## config.mk

```make
export PLATFORM = sky130hd
export DESIGN_NAME = alu_issue
export DESIGN_NICKNAME = d
export VERILOG_FILES = /design/src/rtl/alu_issue.sv
export SDC_FILE = /design/constraint.sdc
export NUM_CORES = 1
export LEC_CHECK = 0
export BUFFER_PORTS_ARGS = -buffer_cell sky130_fd_sc_hd__buf_2
export CAP_MARGIN = 40
export CORE_MARGIN = 4
export CORE_UTILIZATION = 35
export DETAILED_ROUTE_END_ITERATION = 6
export SLEW_MARGIN = 20
export SYNTH_ARGS = -nofsm -noshare
export SYNTH_HDL_FRONTEND = slang
export SYNTH_SLANG_ARGS = --single-unit
```

## constraint.sdc

```tcl
create_clock -name clk -period 11.8 [get_ports clk]
set_input_delay 0 -clock clk [delete_from_list [all_inputs] [get_ports clk]]
set_output_delay 0 -clock clk [all_outputs]
set_load 0.01 [all_outputs]
```

## src/rtl/alu_issue.sv

```systemverilog
// Issue/writeback stage around a combinational ALU: an in-order command FIFO
// feeds the ALU operands and the result is captured into a valid/ready output register.
module alu_issue #(
  parameter int DEPTH = 2,
  parameter int TAG_W = 4
) (
  input  logic                     clk,
  input  logic                     reset_n,
  input  logic                     in_valid,
  output logic                     in_ready,
  input  logic [2:0]               in_cmd,
  input  logic [31:0]              in_a,
  input  logic [31:0]              in_b,
  input  logic [TAG_W-1:0]         in_tag,
  output logic [31:0]              alu_a,
  output logic [31:0]              alu_b,
  output logic [3:0]               alu_op,
  input  logic [31:0]              alu_result,
  output logic                     out_valid,
  input  logic                     out_ready,
  output logic [31:0]              out_result,
  output logic [TAG_W-1:0]         out_tag,
  output logic                     out_err,
  output logic [$clog2(DEPTH):0]   count
);

  localparam int PTR_W = $clog2(DEPTH);
  localparam int CNT_W = PTR_W + 1;

  logic [PTR_W-1:0] wr_ptr_q, wr_ptr_d;
  logic [PTR_W-1:0] rd_ptr_q, rd_ptr_d;
  logic [CNT_W-1:0] count_q, count_d;

  logic             out_valid_q, out_valid_d;
  logic [31:0]      out_result_q, out_result_d;
  logic [TAG_W-1:0] out_tag_q, out_tag_d;
  logic             out_err_q, out_err_d;

  logic [3:0]       op_mem_q  [DEPTH];
  logic             err_mem_q [DEPTH];
  logic [31:0]      a_mem_q   [DEPTH];
  logic [31:0]      b_mem_q   [DEPTH];
  logic [TAG_W-1:0] tag_mem_q [DEPTH];

  logic [3:0] push_op;
  logic       push_err;
  logic       push;
  logic       pop;
  logic       empty;

  // Decode happens at push so the head entry drives the ALU without extra logic.
  always_comb begin
    push_op  = 4'b0000;
    push_err = 1'b0;
    case (in_cmd)
      3'd0:    push_op = 4'b0000;
      3'd1:    push_op = 4'b0010;
      3'd2:    push_op = 4'b0100;
      3'd3:    push_op = 4'b0101;
      3'd4:    push_op = 4'b0110;
      3'd5:    push_op = 4'b0111;
      3'd6:    push_op = 4'b1010;
      default: push_err = 1'b1;
    endcase
  end

  // in_ready depends on occupancy only; a full FIFO refuses even when a pop coincides.
  assign in_ready = (count_q < CNT_W'(DEPTH));
  assign empty    = (count_q == '0);
  assign push     = in_valid && in_ready;
  assign pop      = !empty && (!out_valid_q || out_ready);

  assign alu_a  = empty ? 32'd0   : a_mem_q[rd_ptr_q];
  assign alu_b  = empty ? 32'd0   : b_mem_q[rd_ptr_q];
  assign alu_op = empty ? 4'b0000 : op_mem_q[rd_ptr_q];

  always_comb begin
    wr_ptr_d     = wr_ptr_q;
    rd_ptr_d     = rd_ptr_q;
    count_d      = count_q;
    out_valid_d  = out_valid_q;
    out_result_d = out_result_q;
    out_tag_d    = out_tag_q;
    out_err_d    = out_err_q;

    if (push) begin
      wr_ptr_d = wr_ptr_q + PTR_W'(1);
    end

    if (pop) begin
      rd_ptr_d     = rd_ptr_q + PTR_W'(1);
      out_valid_d  = 1'b1;
      out_result_d = err_mem_q[rd_ptr_q] ? 32'd0 : alu_result;
      out_tag_d    = tag_mem_q[rd_ptr_q];
      out_err_d    = err_mem_q[rd_ptr_q];
    end else if (out_valid_q && out_ready) begin
      out_valid_d = 1'b0;
    end

    case ({push, pop})
      2'b10:   count_d = count_q + CNT_W'(1);
      2'b01:   count_d = count_q - CNT_W'(1);
      default: count_d = count_q;
    endcase
  end

  always_ff @(posedge clk or negedge reset_n) begin
    if (!reset_n) begin
      wr_ptr_q     <= '0;
      rd_ptr_q     <= '0;
      count_q      <= '0;
      out_valid_q  <= 1'b0;
      out_result_q <= 32'd0;
      out_tag_q    <= '0;
      out_err_q    <= 1'b0;
    end else begin
      wr_ptr_q     <= wr_ptr_d;
      rd_ptr_q     <= rd_ptr_d;
      count_q      <= count_d;
      out_valid_q  <= out_valid_d;
      out_result_q <= out_result_d;
      out_tag_q    <= out_tag_d;
      out_err_q    <= out_err_d;
    end
  end

  // Entry storage needs no reset: occupancy gates everything read from it.
  for (genvar gi = 0; gi < DEPTH; gi++) begin : g_entry
    always_ff @(posedge clk) begin
      if (push && (wr_ptr_q == PTR_W'(gi))) begin
        op_mem_q[gi]  <= push_op;
        err_mem_q[gi] <= push_err;
        a_mem_q[gi]   <= in_a;
        b_mem_q[gi]   <= in_b;
        tag_mem_q[gi] <= in_tag;
      end
    end
  end

  assign out_valid  = out_valid_q;
  assign out_result = out_result_q;
  assign out_tag    = out_tag_q;
  assign out_err    = out_err_q;
  assign count      = count_q;

endmodule

```

* Word-level counts from Yosys, hierarchy flattened
Memories as Yosys holds them, arrays and structs flattened. A register that Yosys moved wholly into a read port is not among the register bits. Cells that the tools add are included.
Word-level totals: bits in registers 38, RAM bits 146, output and inout port bits 109, memories kept 5
Memories:
- a_mem_q | words 2, bits a word 32, read ports 1, clocked after memory_dff 0, write ports 1, RTL line 41 | logic [31:0] a_mem_q [DEPTH];
- b_mem_q | words 2, bits a word 32, read ports 1, clocked after memory_dff 0, write ports 1, RTL line 42 | logic [31:0] b_mem_q [DEPTH];
- op_mem_q | words 2, bits a word 4, read ports 1, clocked after memory_dff 0, write ports 1, RTL line 39 | logic [3:0] op_mem_q [DEPTH];
- tag_mem_q | words 2, bits a word 4, read ports 1, clocked after memory_dff 1, write ports 1, RTL line 43 | logic [TAG_W-1:0] tag_mem_q [DEPTH];
- err_mem_q | words 2, bits a word 1, read ports 1, clocked after memory_dff 0, write ports 1, RTL line 40 | logic err_mem_q [DEPTH];
Operators by class: add/subtract/negate cells 4, magnitude comparators 1, equality and inequality tests 8, mux-type cells 28, bitwise operators 1, reductions and logical operators 19
Operators with widths (count):
- 2-to-1 mux 32 bit | 5
- OR reduction 32 bit | 2
- one-hot mux 4 bit (6 select lines) | 1
- 2-to-1 mux 1 bit | 18
- 2-to-1 mux 4 bit | 3
- equality test 3 bit, second input constant | 3
- OR reduction 4 bit | 2
- OR reduction 7 bit | 1
- equality test 3 x 2 -> 1 bit, second input constant | 2
- logical AND 1 bit | 5
- one-hot mux 2 bit (2 select lines) | 1
- nonzero test 2 bit | 2
- equality test 3 x 1 -> 1 bit, second input constant | 1
- zero test 1 bit | 3
- zero test 3 bit | 1
- adder 1 bit, second input constant | 2
- adder 2 x 1 -> 2 bit, second input constant | 1
- equality test 2 x 1 -> 1 bit, second input constant | 1
- equality test 2 bit, second input constant | 1
- zero test 2 bit | 1
- less-than comparator 2 bit, second input constant | 1
- subtractor 2 x 1 -> 2 bit, second input constant | 1
- logical OR 1 bit | 1
- NOT 1 bit | 1
- OR reduction 1 bit | 1

* Logic depth before layout (Yosys ltp)
Gate-level depths: netlist of the first run.
depth after elaboration 7, gate-level depth with buffers 9, mapped depth without buffers 7

* Least setup slack after synthesis of the first run
OpenSTA, ideal clock, no wires.
path type flip-flop to flip-flop, from register count_q[1] (netlist: count[1]), to memory a_mem_q[0][0] (enable), library setup time 0.505 ns, data arrival time 3.761 ns, required time 11.295 ns, slack 7.535 ns, stages on the path, launching flop included 4, buffers on the path 0, clock period less this slack 4.265 ns, path through dfrtp_1 inv_1 nand2_1 nor2_1
On the way: longest elaborated chain between the ends 7, elaborated cells between the ends (all ways) 11, classes of those cells order compare (1); mux (6); reduce/logical (4)
Ends and longest elaborated chain:
- start: declaration | RTL line 32 | logic [CNT_W-1:0] count_q, count_d;
- start signal: assignment | RTL line 119 | count_q <= count_d;
- less-than comparator 2 bit * | RTL line 68 | assign in_ready = (count_q < CNT_W'(DEPTH));
- named net in_ready | RTL line 10 | output logic in_ready,
- logical AND 1 bit * | RTL line 70 | assign push = in_valid && in_ready;
- logical AND 1 bit | RTL line 130 | if (push && (wr_ptr_q == PTR_W'(gi))) begin
- 2-to-1 mux 1 bit | RTL line 130
- 2-to-1 mux 1 bit (not written as such) | RTL line 133 | a_mem_q[gi] <= in_a;
- OR reduction 32 bit (no line)
- 2-to-1 mux 1 bit (no line)
- end: declaration | RTL line 41
The timed path passes the listed nets; every way through them passes the cells marked *.

* Final worst setup path of the first run
from register rd_ptr_q, to register out_result_q[4] (netlist: out_result[4])
On the way: longest elaborated chain between the ends 2
Ends and longest elaborated chain:
- start: declaration | RTL line 31 | logic [PTR_W-1:0] rd_ptr_q, rd_ptr_d;
- start signal: assignment | RTL line 118 | rd_ptr_q <= rd_ptr_d;
- memory read (2 x 1 bit)
- 2-to-1 mux 32 bit | RTL line 93 | out_result_d = err_mem_q[rd_ptr_q] ? 32'd0 : alu_result;
- end signal: assignment | RTL line 121 | out_result_q <= out_result_d;
- end: declaration | RTL line 35 | logic [31:0] out_result_q, out_result_d;
Every way passes these cells. A chain may end at the register's enable or synchronous reset.

==> results.cfg, run 1 <==
[cts]
cts.sinks = 188
cts_buffers = 17
htree_levels = 4
clk_pin_slew_ns = 0.07
clock_latency_ns = 0.42
cts_buffer_depth = 2
cts_tree = built
post_cts_buffers = 0
clock-root-buffer = clkbuf_16

[detailed_routing]
via_count = 4713
drc = 0
drt_iter0_markers = 140
detail-route-antenna-nets = 0
vias_per_cell = 4.61
wl_microns = 16200
routedWlPerCell_microns = 15.9
first_pass_iters = 4

[pwr]
peakVddDrop_mv = 0.0898
power_mw = 2.33
power_density_nw_per_um2 = 231
p_leak_nw = 4.33

[floorplan]
dieWidth_microns = 150
io_pins = 216
die-area_sq_um = 22500
initial_core_util_pct = 35.9
core_area_sq_um = 19700
die_h_microns = 150
rows = 51

[yosys]
synth_cells = 419
ys_ff_latch = 188
synthesis.nets = 527
synth_area_leaders = edfxtp_1 62%, dfrtp_1 15%, mux2i_1 10%
ys.warnings.count = 0
yosysSeqAreaShare_pct = 77.1
syn_avg_cell_area_sq_um = 16.8
synth_area_sq_um = 7050
synth_top_area_share_pct = 62.2
netlist-cell-type-count = 21
synth_top_cell_by_area = edfxtp_1

[final_layout]
layout_common_cells = 215 x buf_2, 146 x edfxtp_1, 107 x dlygate4sd3_1, 73 x mux2i_1, 70 x nor2_1
drive_above_1_share_pct = 34.1
diodes = 0
stdcell_count = 1022
seq_area_sq_um = 5440
multi_input_area_sq_um = 1500
layout_commonest_cell = buf_2
fillers = 1634
utilization_pct = 51.4
area_growth_pct = 43.4
nets = 853

[global_routing]
grt_max_degree = 45
grt_first_pass_wirelength_microns = 25200
first_global_vias = 5062
grt_usage_pct = 14.3
overflow = 0
antenna_found_initial = 0

[sta]
fin_ws_ns = 9.22
fin_crit_sh_pct = 21.9
period_needed_ns = 2.58
tightest_slew_ns = 0.774
slew_headroom_pct = 48.4
fin_skew_ns = 0.0108
setup_viol = 0
setup_tns_ns = 0
slew_viol_final = 0
rsz0062_at_grt = no
report.final.hold_viol_count = 0
max_freq_mhz = 388

[setup_path]
rr_startpoint = rd_ptr_q
cp_max_fo = 44
crit_type = register to register
critPathLaunch = rd_ptr_q
cp-start-kind = register
end_kind = register
required_ns = 12.15
arrival_ns = 2.93

[placed_design]
place_hpwl_microns = 10300
pre_cts_slack_ns = 9.19
portBuffers = 215
place_congestion = 0.708
place_inst = 884

[hold_path]
hold_class = input port to asynchronous set/reset pin

[outcome]
status = finished clean

[job]
maxCapViolCount = 0
## stage by stage
stage | instance area [sq um] | hold slack (ns)
CTS | 10100 | 0.0514
detailed placement | 8460 | -0.0203
floorplan | 7050 | -0.296
global placement | 8400 | 0.160
global route | 10100 | 0.104
finish | 10100 | 0.0862
## power by group
group / total (mW) / switching [mW] / leakage, nW / internal, mW
Sequential: 0.967 / 0.0846 / 1.87 / 0.882
Combinational: 0.810 / 0.462 / 2.20 / 0.348
Clock: 0.556 / 0.243 / 0.264 / 0.313
## worst max-delay path, stage by stage, from the launching register on
cell and delay [ns]:
dfrtp_4 0.81, buf_4 0.72, nor2b_1 0.16, a2111oi_4 0.22, buf_4 0.38, a22o_1 0.20
## what timing repair did
action / in CTS / in global routing
setup endpoints to repair: 0 / 0
hold buffers: 107 / 0
hold endpoints to repair: 220 / 0
gates resized for setup: 0 / 0
## worst paths after layout
| check | endpoint | slack (ns) | cells after the start |
|---|---|---|---|
| worst max-delay path | out_result[4] | 9.22 | 5 |
| worst min-delay path | out_result[6] | 0.09 | 2 |
| worst max register to register | out_result[4] | 9.22 | 5 |
| worst min register to register | out_result[12] | 0.50 | 1 |
| max in group asynchronous | out_result[19] | 11.23 | 3 |
| min in group clk | b_mem_q[1][15] | 0.30 | 2 |
## routing by layer
metal	global-route usage, %	vias up	part of all wire [%]
met1	16.6	2294	41
met5	0	-	0
li1	-	2215	-
met2	25.6	191	50
met3	4.57	13	7.6
met4	3.89	0	1.2
## cell type report
class                   count  area share, %
flip-flops and latches    188           53.8
repair buffers            330           22.3
multi-input cells         204           14.8
clock buffers              19           4.28
well taps                 265           3.28
clock inverters            12           1.37
inverters                   4          0.149
## registers in the layout, summed over array words and instances (netlist names)
register	count
a_mem_q	64
b_mem_q	64
count	2
err_mem_q	2
op_mem_q	8
out_err	1
out_result	32
out_tag	4
out_valid	1
rd_ptr_q	1
tag_mem_q	8
wr_ptr_q	1
## cell families after synthesis
| logic type | synth area share (%) |
|---|---|
| AO/OA/AOI/OAI | 5.08 |
| buffers and inverters | 1.97 |
| XOR/XNOR | 0.746 |
| flip-flops | 77.1 |
| multiplexers | 10.4 |
| AND/OR/NAND/NOR | 4.54 |
| adder cells (fa/ha/maj) | 0.177 |
## synthesized netlist by cell type
| cell | count |
|---|---|
| xnor2_1 | 5 |
| a2111oi_4 | 1 |
| nand2b_1 | 1 |
| o21ai_0 | 9 |
| edfxtp_1 | 146 |
| nor2b_1 | 1 |
| nand2_1 | 3 |
| clkbuf_1 | 8 |
| inv_1 | 4 |
| dfrtp_1 | 42 |
| a21oi_1 | 1 |
| and3_1 | 2 |
| xor2_1 | 1 |
| nor2_1 | 72 |
| and2b_1 | 1 |
| ha_1 | 1 |
| buf_6 | 3 |
| mux2i_1 | 73 |
| and2_1 | 1 |
| a22o_1 | 32 |
| buf_2 | 12 |
No activity file was read; power rests on OpenSTA's default activity.
==> run 2, diff against run 1 <==
==> constraint.sdc (replaced) <==
create_clock -name clk -period 2.33 [get_ports clk]
set_input_delay 0 -clock clk [delete_from_list [all_inputs] [get_ports clk]]
set_output_delay 0 -clock clk [all_outputs]
set_load 0.01 [all_outputs]
==> results.cfg, run 2 (synthesis gave the netlist of run 1 again) <==
[outcome]
status = finished clean

[cts]
cts_buffers = 17
cts_buffer_depth = 2
htree_levels = 4
clk_pin_slew_ns = 0.07
clock_latency_ns = 0.42
cts_tree = built
clock-root-buffer = clkbuf_16
cts.sinks = 188
post_cts_buffers = 0

[setup_path]
cpPeakStageDelay_ns = 0.62
required_ns = 2.33
crit_type = register to output pin
cp-start-kind = register
end_kind = output pin
cp_max_fo = 73
path_cells = nor2_4 -> buf_4 -> nor2_1 -> buf_2
rrSetupSlack_ns = 0.64
critical_path.slowest_cell = buf_4
arrival_ns = 1.99

[sta]
fin_skew_ns = 0.00747
tightest_slew_ns = 0.755
setup_viol = 0
max_freq_mhz = 503
slew_viol_final = 0
report.final.hold_viol_count = 0
rsz0062_at_grt = no
holdWs_ns = 0.0564
fin_ws_ns = 0.340
setup_tns_ns = 0
period_needed_ns = 1.99
fin_crit_sh_pct = 85.4
slew_headroom_pct = 49.6

[detailed_routing]
via_count = 4617
drt_iter0_markers = 197
detail-route-antenna-nets = 0
drc = 0
vias_per_cell = 4.50
wl_microns = 15900
first_pass_iters = 4
routedWlPerCell_microns = 15.6

[floorplan]
core_area_sq_um = 19700
dieWidth_microns = 150
die-area_sq_um = 22500
initial_core_util_pct = 35.9
rows = 51
die_h_microns = 150
io_pins = 216

[pwr]
power_density_nw_per_um2 = 1170
p_leak_nw = 4.36
peakVddDrop_mv = 0.456

[placed_design]
portBuffers = 215
place_congestion = 0.726
place_hpwl_microns = 10100
pre_cts_slack_ns = 0.628

[final_layout]
drive_above_1_share_pct = 34.1
layout_commonest_cell = buf_2
seq_area_sq_um = 5440
fillers = 1663
area_growth_pct = 43.7
diodes = 0
nets = 855
multi_input_area_sq_um = 1500
layout_common_cells = 215 x buf_2, 146 x edfxtp_1, 107 x dlygate4sd3_1, 73 x mux2i_1, 70 x nor2_1

[job]
maxCapViolCount = 0

[global_routing]
grt_usage_pct = 14.0
grt_first_pass_wirelength_microns = 24400
overflow = 0
antenna_found_initial = 0
first_global_vias = 4913
grt_max_degree = 74

[hold_path]
hold_class = input port to asynchronous set/reset pin
==> run 2: cell types whose count changed in the layout (fill, tap and decap cells not counted), sizes merged <==
cell	change
clkbuf	+7
clkinvlp	-4
clkinv	-1
inv	+1
bufinv	-2
buf	+2
==> run 2: cell type report <==
class                           count  area share, %
Clock buffer                       26           5.36
Clock inverter                      6          0.445
Inverter                            4          0.148
Multi-Input combinational cell    204           14.8
Sequential cell                   188           53.7
Tap cell                          265           3.27
Timing Repair Buffer              332           22.3
==> run 2: power by group <==
group	switching (mW)	total [mW]	leakage, nW	internal (mW)
clock	1.18	2.81	0.288	1.63
sequential	0.291	4.76	1.87	4.47
combinational	2.45	4.23	2.21	1.79
==> run 2: what timing repair did <==
action / 4_1_cts / 5_1_grt
hold buffers: 107 / 0
gates resized for setup: 0 / 0
hold endpoints to repair: 220 / 0
==> run 2: metrics by stage <==
stage	cells	util [%]	cell area [sq um]	total power, mW
floorplan	419	-	7060	7.34
global placement	886	43.1	8470	8.92
detailed placement	886	43.1	8470	9.00
CTS	1025	51.5	10100	12.0
global route	1025	51.5	10100	12.5
finish	1025	51.5	10100	11.8
==> run 2: worst max-delay path: cells and delay by family, from the launching register on <==
kind | cells | cell delay, ns
buf+inv | 2 | 0.80
flops | 1 | 0.47
simple gates | 2 | 0.29
==> run 2: worst paths after layout <==
| kind | startpoint | to | cells after the start |
|---|---|---|---|
| setup reg to reg | count[1] | b_mem_q[0][15] | 4 |
| setup / recovery | count[0] | alu_b[15] | 4 |
| hold reg to reg | out_tag[2] | out_tag[2] | 2 |
| hold / removal | reset_n | out_result[29] | 2 |
| max in group asynchronous | reset_n | rd_ptr_q | 3 |
| min in group clk | in_b[19] | b_mem_q[0][19] | 2 |
==> run 2: per-layer routing <==
layer	global-route usage, %	share of wire (%)
met1	16.2	41
met2	24.5	50
met3	4.27	7.6
met4	4.85	2.0
met5	0	0
